$ cat src/rtl/timer_counter.sv
// rtl/timer_counter.sv - BCD MM:SS countdown timer with start/pause/clear control
// Optional free-running 1 Hz blink output enabled by TIMER_COUNTER_BLINK_EN.
module timer_counter #(
  parameter int unsigned TICK_DIV  = 50_000_000,
  parameter logic [7:0]  PRESET_MM = 8'h05,
  parameter logic [7:0]  PRESET_SS = 8'h00
) (
  input  logic       clk,
  input  logic       reset_n,
  input  logic       start,
  input  logic       pause,
  input  logic       clear,
  output logic [3:0] dig0,
  output logic [3:0] dig1,
  output logic [3:0] dig2,
  output logic [3:0] dig3,
  output logic       finish,
  output logic       running,
  output logic       tick,
  output logic       clk1Hz
);

  localparam int PW = (TICK_DIV > 2) ? $clog2(TICK_DIV) : 1;
  localparam logic [PW-1:0] PRE_LAST = PW'(TICK_DIV - 1);
  localparam logic [15:0] PRESET = {PRESET_MM, PRESET_SS};

  typedef enum logic [1:0] {IDLE, RUN, PAUSE, DONE} state_t;

  state_t        state, state_nxt;
  logic [PW-1:0] pre, pre_nxt;
  logic [15:0]   digits, digits_nxt, digits_dec;
  logic          tick_nxt;

  // One-second BCD decrement; 00:00 is held rather than wrapping.
  always_comb begin
    digits_dec = digits;
    if (digits != 16'h0000) begin
      if (digits[3:0] != 4'd0) begin
        digits_dec[3:0] = digits[3:0] - 4'd1;
      end else begin
        digits_dec[3:0] = 4'd9;
        if (digits[7:4] != 4'd0) begin
          digits_dec[7:4] = digits[7:4] - 4'd1;
        end else begin
          digits_dec[7:4] = 4'd5;
          if (digits[11:8] != 4'd0) begin
            digits_dec[11:8] = digits[11:8] - 4'd1;
          end else begin
            digits_dec[11:8] = 4'd9;
            if (digits[15:12] != 4'd0) digits_dec[15:12] = digits[15:12] - 4'd1;
          end
        end
      end
    end
  end

  always_comb begin
    state_nxt  = state;
    pre_nxt    = pre;
    digits_nxt = digits;
    tick_nxt   = 1'b0;
    if (clear) begin
      state_nxt  = IDLE;
      pre_nxt    = '0;
      digits_nxt = PRESET;
    end else begin
      case (state)
        IDLE: begin
          if (!pause && start) begin
            pre_nxt   = '0;
            state_nxt = (PRESET == 16'h0000) ? DONE : RUN;
          end
        end
        RUN: begin
          // pause wins over a pending tick, so the decrement is simply skipped
          if (pause) begin
            state_nxt = PAUSE;
          end else if (pre == PRE_LAST) begin
            pre_nxt    = '0;
            tick_nxt   = 1'b1;
            digits_nxt = digits_dec;
            if (digits_dec == 16'h0000) state_nxt = DONE;
          end else begin
            pre_nxt = pre + 1'b1;
          end
        end
        PAUSE: begin
          if (!pause && start) state_nxt = RUN;
        end
        DONE:    state_nxt = DONE;
        default: state_nxt = IDLE;
      endcase
    end
  end

  always_ff @(posedge clk or negedge reset_n) begin
    if (!reset_n) begin
      state   <= IDLE;
      pre     <= '0;
      digits  <= PRESET;
      tick    <= 1'b0;
      finish  <= 1'b0;
      running <= 1'b0;
    end else begin
      state   <= state_nxt;
      pre     <= pre_nxt;
      digits  <= digits_nxt;
      tick    <= tick_nxt;
      finish  <= (state_nxt == DONE);
      running <= (state_nxt == RUN);
    end
  end

  assign {dig0, dig1, dig2, dig3} = digits;

`ifdef TIMER_COUNTER_BLINK_EN
  localparam int unsigned HALF = TICK_DIV / 2;
  localparam int BW = (HALF > 1) ? $clog2(HALF) : 1;
  localparam logic [BW-1:0] BLINK_LAST = BW'(HALF - 1);

  logic [BW-1:0] blink_cnt;

  always_ff @(posedge clk or negedge reset_n) begin
    if (!reset_n) begin
      blink_cnt <= '0;
      clk1Hz    <= 1'b0;
    end else if (blink_cnt == BLINK_LAST) begin
      blink_cnt <= '0;
      clk1Hz    <= ~clk1Hz;
    end else begin
      blink_cnt <= blink_cnt + 1'b1;
    end
  end
`else
  assign clk1Hz = 1'b0;
`endif

endmodule

$ cat config.mk
export PLATFORM = sky130hd
export DESIGN_NAME = timer_counter
export DESIGN_NICKNAME = d
export VERILOG_FILES = /design/src/rtl/timer_counter.sv
export SDC_FILE = /design/constraint.sdc
export NUM_CORES = 1
export LEC_CHECK = 0
export ABC_AREA = 0
export BUFFER_PORTS_ARGS = -buffer_cell sky130_fd_sc_hd__buf_2
export CAP_MARGIN = 20
export CORE_UTILIZATION = 50
export DETAILED_ROUTE_END_ITERATION = 8
export HOLD_SLACK_MARGIN = 0.06
export PLACE_DENSITY = 0.72
export REMOVE_ABC_BUFFERS = 1
export SETUP_SLACK_MARGIN = 0.4
export SLEW_MARGIN = 20
export SYNTH_ARGS = -nofsm -noshare
export SYNTH_HDL_FRONTEND = slang
export SYNTH_SLANG_ARGS = --single-unit
$ cat constraint.sdc
create_clock -name clk -period 2.1 [get_ports clk]
set_clock_uncertainty 0.05 [all_clocks]
set_input_delay 0.63 -clock clk [delete_from_list [all_inputs] [get_ports clk]]
set_output_delay 0.63 -clock clk [all_outputs]
set_load 0.05 [all_outputs]
[After elaboration in Yosys (flattened, before gate mapping)]
Cells that the tools add are included.
Cells by class
  mux-type cells: 27
  eq/ne operators: 9
  reduce and logical (&&, ||, !) cells: 15
  add/subtract/negate cells: 5
Operators with widths (count)
  two-way mux 26 bit: 4
  two-way mux 16 bit: 5
  case mux 26 bit (2 select lines): 1
  adder 26 x 1 -> 26 bit (second input constant): 1
  equality test 26 bit (second input constant): 1
  two-way mux 4 bit: 5
  zero test 16 bit: 1
  nonzero test 16 bit: 1
  nonzero test 4 bit: 4
  subtractor 4 x 1 -> 4 bit (second input constant): 4
  two-way mux 12 bit: 1
  two-way mux 2 bit: 5
  two-way mux 8 bit: 1
  equality test 2 bit (second input constant): 3
  inequality test 3 bit (second input constant): 2
  case mux 2 bit (3 select lines): 1
  AND reduction 3 bit: 2
  equality test 2 x 1 -> 1 bit (second input constant): 2
  two-way mux 1 bit: 4
  nonzero test 2 bit: 2
  nonzero test 3 bit: 1
  zero test 2 bit: 1
  inequality test 2 x 1 -> 1 bit (second input constant): 1
  OR reduction 2 bit: 1
  other kinds (2): 2
Word-level totals
  input bits: 5
  output and inout bits: 20
  register bits after elaboration: 47

[Longest topological paths before layout]
  depth after elaboration: 13
  mapped depth: 8
  mapped depth without buffers: 8

[Worst setup path after synthesis]
Ideal clock, no wire load.
  path type: reg2reg
  start: register digits[12]
  end: register running
  data arrival time: 2.369 ns
  clock period less this slack: 2.548 ns
  setup time: 0.129 ns
  buffers on the path: 0
  path slack: -0.448 ns
  stages on the path, launching flop included: 9
  cells stage by stage: dfrtp_1 -> inv_1 -> ha_1 -> or3b_2 -> nor3_1 -> nor3_1 -> a2111oi_0 -> and4_1 -> o32ai_1
Between the ends
  cells in the longest elaborated chain, start to end: 13
  elaborated cells on any way between the ends: 15
Ends and longest elaborated chain
  from (decl): line 31  | logic [15:0] digits, digits_nxt, digits_dec;
  from (signal assigned): line 107  | digits <= digits_nxt;
  subtractor 4 x 1 -> 4 bit / nonzero test 4 bit (equally long branches): line 50  | if (digits[15:12] != 4'd0) digits_dec[15:12] = digits[15:12] - 4'd1;
  two-way mux 4 bit: line 50
  two-way mux 4 bit: line 46  | if (digits[11:8] != 4'd0) begin
  two-way mux 8 bit: line 42  | if (digits[7:4] != 4'd0) begin
  two-way mux 12 bit: line 38  | if (digits[3:0] != 4'd0) begin
  two-way mux 16 bit (*): line 37  | if (digits != 16'h0000) begin
  zero test 16 bit (*): line 82  | if (digits_dec == 16'h0000) state_nxt = DONE;
  two-way mux 2 bit (*): line 82
  two-way mux 2 bit (*): line 78  | end else if (pre == PRE_LAST) begin
  two-way mux 2 bit (*): line 76  | if (pause) begin
  case mux 2 bit (3 select lines) (*): line 67  | case (state)
  two-way mux 2 bit (*): line 62  | if (clear) begin
  equality test 2 x 1 -> 1 bit (*): line 110  | running <= (state_nxt == RUN);
  to (signal assigned): line 110
  to (decl): line 18  | output logic running,
Mark *: on every way between the ends. The rest lies on a longest branch, timed or not.
A chain may end at the register's enable or synchronous reset.

[Worst setup path in the final report]
  start: register pre[16]
  end: register digits[4]
Between the ends
  cells in the longest elaborated chain, start to end: 3
Ends and longest elaborated chain
  from (decl): line 30  | logic [PW-1:0] pre, pre_nxt;
  from (signal assigned): line 106  | pre <= pre_nxt;
  equality test 26 bit: line 78
  nonzero test 2 bit (no source line)
  AND reduction 3 bit (no source line)
No other way between the ends.

==> impl_metrics.toml <==
[run_status]
status = "complete, but fails checks"
violations = "setup timing"

[hold_path]
min_path_type = "in -> async"

[sta]
period_needed_ns = 2.23
slew_violations = 0
layout_setup_ws_ns = -0.125
tightest_slew_ns = 0.562
setup_viol = 16
rsz0062_at_grt = "yes"
fin_crit_sh_pct = 106
finalHoldViolations = 0
slew_headroom_pct = 62.5
timing.fmax_ghz = 0.449

[critical_path]
critical-path-slowest-cell = "or3_4"
crit_path_start = "pre[16]$_DFFE_PN0P_"
startpoint_type = "flip-flop"
path_common_cell = "buf_4"
r2r_start = "pre[16]$_DFFE_PN0P_"
crit_fanout = 8
critical_path_arrival_ns = 2.36
path_cells = "nor4_2 -> buf_4 -> nand4_1 -> buf_4 -> or3_4 -> nor3_2 -> xnor2_1 -> nor2_1"
crit_buf_inv = 2
setup.worst_path.class = "reg -> reg"
end_kind = "flip-flop"
cpPeakStageDelay_ns = 0.43
required_ns = 2.24
critPathTopFamily = "simple AND/OR/NAND/NOR gates"

[power_and_ir_drop]
power.density_mw_per_mm2 = 394
power.leakage_nw = 1.74
ir_worst_vdd_mv = 0.326

[logic_synthesis]
ys_seq_area_share_pct = 44.3
synth_ff_type = "dfrtp_1"
synth-edff-count = 0
avgSynthCellArea_sq_um = 9.05
synthCells = 294
yosysTopAreaCellShare_pct = 42.3
synth_cell_type_count = 54
synth_area_leaders = "dfrtp_1, nor2_1, xor2_1"
async_flop_share_pct = 100
yosysTopAreaCell = "dfrtp_1"
yosys_warnings = 0
synth-seq-cells = 47
post_synth_instance_area_sq_mm = 0.00266

[global_route]
grt_pass1_wl_um = 12200
grt_start_max_net_pins = 25
overflow = 0
grt_pass1_vias = 2659
antenna_found_initial = 0
track_usage_pct = 29.2

[drt]
wl_per_cell_um = 17.6
vias = 2631
dr.pass1.iters = 4
routed_wl_um = 8010
post-route-drc-count = 0
viasPerCell = 5.77
antenna_left = 0
initialDrtViolationCount = 235

[floorplan]
die_h_um = 74.9
initial_utilization_pct = 52.1
die_w_um = 74.9
die_area_sq_mm = 0.00562
row_count = 26
coreArea_sq_mm = 0.00511
io_pins = 25

[clock_network]
cts_buffer_depth = 2
cts-root-buf = "clkbuf_8"
cts_buffers = 5
numClockSinks = 47
htreeDepth = 2
clock_latency_ns = 0.31
clk_pin_slew_ns = 0.09
cts_tree = "yes"

[layout]
syn_to_final_growth_pct = 52.0
nets = 392
design_area_sq_mm = 0.00404
diodes = 0
layoutNonFillerInstCount = 456
drive_gt1_share_pct = 45.9

[placement]
portBuffers = 23
dp_cells = 430
globalplace.congestion = 0.906
dp_hpwl_um = 4390
post_dp_cell_area_sq_mm = 0.00323

[run]
maxCapViolCount = 0
[stage by stage]
stage | total power, mW | utilization (%) | worst slack [ns] | setup TNS [ns] | hold slack, ns
6_report | 1.59 | 79.2 | -0.125 | -1.20 | 0.251
5_1_grt | 1.64 | 79.2 | -0.247 | -4.97 | 0.297
4_1_cts | 1.58 | 74.9 | -0.0871 | -0.361 | 0.257
3_5_place_dp | 1.02 | 63.3 | -0.305 | -1.22 | 0.470
3_3_place_gp | 1.02 | 63.3 | -0.190 | -0.442 | 0.466
2_1_floorplan | 0.961 | - | -0.448 | -3.12 | 0.284
[worst paths after layout]
kind                            slack (ns)                    end  cells past startpoint
worst min-delay path                  0.25    pre[14]$_DFFE_PN0P_                      1
worst max-delay path                 -0.13  digits[4]$_DFFE_PN0P_                      8
worst max register to register       -0.13  digits[4]$_DFFE_PN0P_                      8
worst min register to register        0.50     pre[6]$_DFFE_PN0P_                      2
min in group clk                      0.50     pre[6]$_DFFE_PN0P_                      2
max in group asynchronous             1.23     pre[3]$_DFFE_PN0P_                      2
[Yosys cell counts, types with 3 or more instances]
cell type  number
nor2_1         55
inv_1           8
nand2_1        20
nand2b_1        3
o21ai_0         7
mux2i_1         6
buf_2           5
nor3_1         14
nor4_1          7
and4_1          6
a21oi_1        10
clkbuf_1        6
dfrtp_1        45
xor2_1         13
nand3_1        15
or3_1           6
xnor2_1        11
nand4_1         7
and3_1          5
[kinds of logic after synthesis]
family | synth area share (%)
buffers and inverters | 4.42
DFF | 44.3
other | 0.141
muxes | 2.26
adders and majority gates | 0.941
and+or+nand+nor | 31.7
xor gates and xnor gates | 7.90
AOI/OAI and AO/OA | 8.33
[cells in the final DEF (no fill, tap or decap), types with 3 or more instances in the layout]
cell,instances
nand3_1,12
and4_1,5
a21oi_1,8
clkbuf_8,5
nand2b_1,3
nor2_2,9
nand3_2,3
clkbuf_1,3
xor2_1,12
mux2i_1,6
buf_8,15
and3_1,3
nor3_1,8
o21ai_1,4
o21ai_0,3
xnor2_1,10
nand4_1,7
nand2_1,18
nor2_4,16
nor2_1,30
buf_6,25
or3_4,3
inv_1,7
buf_2,7
dfrtp_1,41
buf_4,52
or3_1,4
nor3_2,3
nor3_4,4
dfrtp_2,4
nor4_1,5
[report_power, final]
group	total (mW)	internal, mW	leakage [nW]	switching [mW]
clock	0.549	0.237	0.0395	0.312
sequential	0.910	0.908	0.642	0.00257
combinational	0.132	0.0455	1.06	0.0865
total	1.59	1.19	1.74	0.401
[worst register-to-register path, stage by stage (launching register included)]
cell     delay [ns]
dfrtp_1        0.39
nor4_2         0.29
buf_4          0.16
nand4_1        0.14
buf_4          0.18
or3_4          0.43
nor3_2         0.24
xnor2_1        0.16
nor2_1         0.06
[layer usage]
metal	share of wire [%]	routed length (um)	up-vias	track usage [%]
met5	0	0	-	0
met2	55	4370	97	53.1
li1	-	-	1222	-
met1	37	3000	1284	33.6
met4	3.4	270	0	13.4
met3	4.7	375	28	4.82
[area by class of cell]
type                    instances  area [sq um]
repair buffers                100           952
inverters                       8          30.0
clock buffers                   8          80.1
well taps                      70          87.6
multi-input cells             223          1710
flip-flops and latches         47          1180
fillers                       324          1060
[flip-flops by register name, indices dropped and copies added (netlist names)]
signal	cells
state	2
running	1
tick	1
finish	1
digits	16
pre	26
[what timing repair did]
item,CTS,global route
hold buffers,0,0
setup endpoints to repair,60,60
setup buffers,14,2
cloned,2,0
gates resized for setup,113,50
pin swaps,33,26
Power figures use the tool's default switching activity.
